<file path="src/rtl/doom_mem_arbiter.sv">
//------------------------------------------------------------------------------
// doom_mem_arbiter : two-requester round-robin Avalon-MM arbiter with lock.
// Optional completed-transfer counters enabled by `define MEM_ARB_STATS_EN.
// Revision: 1.0
//------------------------------------------------------------------------------
`default_nettype none

module doom_mem_arbiter #(
  parameter int ADDR_W = 32,
  parameter int DATA_W = 8
) (
  input  logic              clk,
  input  logic              rst_n,
  input  logic [ADDR_W-1:0] i_m0_address,
  input  logic              i_m0_read,
  input  logic              i_m0_write,
  input  logic [DATA_W-1:0] i_m0_writedata,
  input  logic              i_m0_lock,
  output logic [DATA_W-1:0] o_m0_readdata,
  output logic              o_m0_waitrequest,
  input  logic [ADDR_W-1:0] i_m1_address,
  input  logic              i_m1_read,
  input  logic              i_m1_write,
  input  logic [DATA_W-1:0] i_m1_writedata,
  input  logic              i_m1_lock,
  output logic [DATA_W-1:0] o_m1_readdata,
  output logic              o_m1_waitrequest,
  output logic [ADDR_W-1:0] o_mem_address,
  output logic              o_mem_read,
  output logic              o_mem_write,
  output logic [DATA_W-1:0] o_mem_writedata,
  input  logic [DATA_W-1:0] i_mem_readdata,
  input  logic              i_mem_waitrequest,
  output logic [1:0]        o_grant
`ifdef MEM_ARB_STATS_EN
  ,
  output logic [31:0]       o_m0_xfer_count,
  output logic [31:0]       o_m1_xfer_count
`endif
);

  typedef enum logic [1:0] {
    S_IDLE   = 2'd0,
    S_GRANT0 = 2'd1,
    S_GRANT1 = 2'd2
  } state_t;

  state_t r_state;
  logic   r_last;

  logic w_req0;
  logic w_req1;
  logic w_own0;
  logic w_own1;
  logic w_done0;
  logic w_done1;

  assign w_req0  = i_m0_read | i_m0_write;
  assign w_req1  = i_m1_read | i_m1_write;
  assign w_own0  = (r_state == S_GRANT0);
  assign w_own1  = (r_state == S_GRANT1);
  assign w_done0 = w_own0 & w_req0 & ~i_mem_waitrequest;
  assign w_done1 = w_own1 & w_req1 & ~i_mem_waitrequest;

  // r_last starts at 1 so that m0 wins the first tie after reset.
  always_ff @(posedge clk or negedge rst_n) begin
    if (!rst_n) begin
      r_state <= S_IDLE;
      r_last  <= 1'b1;
    end else begin
      case (r_state)
        S_IDLE: begin
          if (w_req0 && w_req1) begin
            r_state <= r_last ? S_GRANT0 : S_GRANT1;
          end else if (w_req0) begin
            r_state <= S_GRANT0;
          end else if (w_req1) begin
            r_state <= S_GRANT1;
          end
        end
        S_GRANT0: begin
          if (w_done0) begin
            if (!i_m0_lock) begin
              r_state <= S_IDLE;
              r_last  <= 1'b0;
            end
          end else if (!w_req0 && !i_m0_lock) begin
            r_state <= S_IDLE;
          end
        end
        S_GRANT1: begin
          if (w_done1) begin
            if (!i_m1_lock) begin
              r_state <= S_IDLE;
              r_last  <= 1'b1;
            end
          end else if (!w_req1 && !i_m1_lock) begin
            r_state <= S_IDLE;
          end
        end
        default: r_state <= S_IDLE;
      endcase
    end
  end

  assign o_grant = {w_own1, w_own0};

  // A requester driving read and write together gets the write only.
  always_comb begin
    o_mem_address   = '0;
    o_mem_read      = 1'b0;
    o_mem_write     = 1'b0;
    o_mem_writedata = '0;
    if (w_own0) begin
      o_mem_address   = i_m0_address;
      o_mem_write     = i_m0_write;
      o_mem_read      = i_m0_read & ~i_m0_write;
      o_mem_writedata = i_m0_writedata;
    end else if (w_own1) begin
      o_mem_address   = i_m1_address;
      o_mem_write     = i_m1_write;
      o_mem_read      = i_m1_read & ~i_m1_write;
      o_mem_writedata = i_m1_writedata;
    end
  end

  assign o_m0_readdata    = i_mem_readdata;
  assign o_m1_readdata    = i_mem_readdata;
  assign o_m0_waitrequest = ~w_own0 | i_mem_waitrequest;
  assign o_m1_waitrequest = ~w_own1 | i_mem_waitrequest;

`ifdef MEM_ARB_STATS_EN
  logic [31:0] r_m0_cnt;
  logic [31:0] r_m1_cnt;

  always_ff @(posedge clk or negedge rst_n) begin
    if (!rst_n) begin
      r_m0_cnt <= '0;
      r_m1_cnt <= '0;
    end else begin
      if (w_done0) r_m0_cnt <= r_m0_cnt + 32'd1;
      if (w_done1) r_m1_cnt <= r_m1_cnt + 32'd1;
    end
  end

  assign o_m0_xfer_count = r_m0_cnt;
  assign o_m1_xfer_count = r_m1_cnt;
`endif

endmodule

`default_nettype wire

</file>
<file path="config.mk">
export PLATFORM = sky130hd
export DESIGN_NAME = doom_mem_arbiter
export DESIGN_NICKNAME = d
export VERILOG_FILES = /design/src/rtl/doom_mem_arbiter.sv
export SDC_FILE = /design/constraint.sdc
export NUM_CORES = 1
export LEC_CHECK = 0
export BUFFER_PORTS_ARGS = -buffer_cell sky130_fd_sc_hd__buf_4
export CAP_MARGIN = 30
export CORE_AREA = 2 2 62 64
export CTS_BUF_LIST = sky130_fd_sc_hd__clkbuf_4
export DETAILED_ROUTE_END_ITERATION = 8
export DIE_AREA = 0 0 64 66
export PLACE_DENSITY_LB_ADDON = 0.25
export SLEW_MARGIN = 20
export SYNTH_ARGS = -nofsm -noshare
export SYNTH_HDL_FRONTEND = slang
export SYNTH_SLANG_ARGS = --single-unit
</file>
<file path="constraint.sdc">
create_clock -name clk -period 4.05 [get_ports clk]
set_clock_uncertainty 0.1 [all_clocks]
set_input_delay 0.81 -clock clk [delete_from_list [all_inputs] [get_ports clk]]
set_output_delay 0.81 -clock clk [all_outputs]
set_load 0.01 [all_outputs]
</file>
==> impl_metrics.tcl <==
set metrics [dict create \
    status "finished, final reports clean" \
    worst-path-buf-inv 2 \
    critical_path.top_delay_family "simple AND/OR/NAND/NOR gates" \
    port_buffers 134 \
    nets 305 \
    cts.path.max_buffers 2 \
    area_growth_syn_to_layout_pct 118.2 \
    drtIter0Drc 34 \
    slowest_stage "nor2b_4" \
    syn-num-nets 192 \
    yosys-top-cells-area "a22o_1 (45%), buf_4 (23%), dfrtp_1 (6.3%)" \
    synth_area_per_cell_um2 8.376 \
    grt_first_pass_wirelength_um 5513 \
    postSynth.asyncResetShare_pct 100.0 \
    cp-start-kind "register" \
    power_density_nw_per_um2 577.4 \
    p_leak_nw 0.9390 \
    viasPerCell 4.600 \
    tns_ns 0 \
    ys.flop_type "dfrtp_1" \
    routed.top_layer "met4" \
    final-max-slew-violation-count 0 \
    max_freq_mhz 376.0 \
    start_util_pct 22.41 \
    ys_seq_area_share_pct 9.591 \
    die_x_um 64 \
    synthTopCellsByCount "a22o_1 (41), buf_4 (24), buf_6 (4), nor2_1 (4)" \
    grt_pass1_vias 1103 \
    synth_top_area_share_pct 45.13 \
    hold_viol 0 \
    fin_crit_sh_pct 65.67 \
    die_y_um 66 \
    cp_cell_sequence "nor2b_4 -> buf_16 -> a32o_1 -> buf_4" \
    grt.total_usage_pct 15.97 \
    cts_resized 0 \
    avgRoutedWirePerCell_um 14.45 \
    met1Wirelength_um 1476 \
    grt_setup_unrepaired "no" \
    die_area_um2 4224 \
    path_class "reg -> out" \
    dp_hpwl_um 2861 \
    first_pass_iters 4 \
    min_period_ns 2.660 \
    critPathRequiredTime_ns 3.14 \
    vias 1173 \
    synth_most_common_cell "a22o_1" \
    max-slew-margin-rel_pct 59.53 \
    antenna_left 0 \
    clkTransAtPathRegs_ns 0.04 \
    rows 22 \
    setup_violations 0 \
    r2r_slack_ns 2.56 \
    clk_latency_ns 0.24 \
    pin_count 159 \
    final_util_pct 48.91 \
    critPathMaxFanout 23 \
    core_area_um2 3551 \
    cpPeakStageDelay_ns 0.57 \
    cts-root-buf "clkbuf_4" \
    synth-edff-count 0 \
    synthCells 95 \
    synth_top_area_cell "a22o_1" \
    fin_total_pwr_mw 1.003 \
    tritoncts "yes" \
    route.detailed.drc 0 \
    syn-cell-area_um2 795.8 \
    irDropWorstVdd_mv 0.3265 \
    antenna_found_initial 0 \
    hold_buffers 0 \
    tightest_slew_ns 0.6057 \
    cts_max_level 1 \
    gp_congestion 0.7405 \
    wl_met3_um 400 \
    synth_seq_cells 3 \
    route.met2.wl_um 1798 \
    post-cts-setup-buffers 0 \
    num_antenna_cells 0 \
    synth_warnings 0 \
    max_cap_violations 0 \
    drive_above_1_share_pct 69.08 \
    grt_max_degree 46 \
    hp-class "in -> async" \
    cp.arrival_ns 1.75 \
    cts_buffers 3 \
    clock-sinks 3 \
    synth.distinct_cells 19 \
    cp-end-kind "output port" \
    grt_remaining_overflow 0 \
    wl_um 3685 \
]
==> cell usage in the layout, fill, tap and decap left out <==
cell | netlist | final
a32o_1 | 1 | 1
inv_1 | 2 | 2
a221oi_1 | 1 | 1
nor2b_1 | 3 | 1
nand2_1 | 1 | 1
nor2b_4 | 0 | 2
a22o_1 | 41 | 41
nand2b_1 | 2 | 2
o21ai_0 | 3 | 3
clkbuf_4 | 0 | 4
dfstp_2 | 1 | 1
dfrtp_1 | 2 | 2
buf_4 | 24 | 134
o2bb2ai_1 | 1 | 1
or3b_1 | 1 | 1
buf_16 | 0 | 2
o21a_1 | 1 | 1
nor2_1 | 4 | 4
a21oi_1 | 1 | 1
o211ai_1 | 1 | 1
o22ai_1 | 1 | 1
==> power breakdown <==
group | switching [mW] | internal (mW) | total, mW
sequential | 0.0180 | 0.0483 | 0.0663
combinational | 0.384 | 0.492 | 0.876
clock | 0.0166 | 0.0437 | 0.0603
total | 0.418 | 0.584 | 1.00
==> worst register-to-register path, delay by kind of cell (launching register included) <==
kind             cells  cell delay [ns]
AND/OR/NAND/NOR      1             0.56
AO/OA/AOI/OAI        2             0.33
flip-flops           1             0.41
==> registers in the layout, summed over array words and instances, names as in the netlist <==
signal and count:
r_last 1, r_state 2
==> final cells by class <==
cell class	instances	area (um^2)
Fill cell	363	1814
Inverter	2	7.507
Multi-Input combinational cell	62	501.7
Tap cell	48	60.06
Timing Repair Buffer	136	1061
Clock buffer	4	30.03
Sequential cell	3	76.32
==> through the flow <==
| stage | cells | hold WS (ns) | instance area (um^2) | setup WS, ns |
|---|---|---|---|---|
| 2_1_floorplan | 95 | 0.3354 | 795.8 | 1.997 |
| 3_3_place_gp | 249 | 0.4016 | 1652 | 1.461 |
| 3_5_place_dp | 249 | 0.4030 | 1652 | 1.452 |
| 4_1_cts | 253 | 0.2489 | 1682 | 1.187 |
| 5_1_grt | 255 | 0.2413 | 1737 | 1.247 |
| 6_report | 255 | 0.2546 | 1737 | 1.390 |
==> cell families (layout without fill, tap and decap cells) <==
| family | count (synthesis) | in the layout | share of synthesized area (%) |
|---|---|---|---|
| DFF | 3 | 3 | 9.592 |
| AOI/OAI and AO/OA | 51 | 51 | 53.77 |
| and+or+nand+nor | 11 | 11 | 7.389 |
| buffers and inverters | 30 | 142 | 29.24 |
==> layer usage <==
layer	track usage, %	vias to the layer above
met5	0	-
met2	26.56	70
met1	20.94	522
met3	4.600	3
met4	1.902	0
li1	-	578
==> final timing paths <==
| path | from | end | cells past startpoint |
|---|---|---|---|
| worst max-delay path | r_state[1] | o_mem_read | 4 |
| worst min register to register | r_last | r_last | 1 |
| min in group clk | r_last | r_last | 1 |
| worst min-delay path | rst_n | r_state[0] | 1 |
| max in group asynchronous | rst_n | r_last | 1 |
| worst max register to register | r_state[0] | r_last | 3 |
Note: power is estimated with default switching activity, not from simulation.
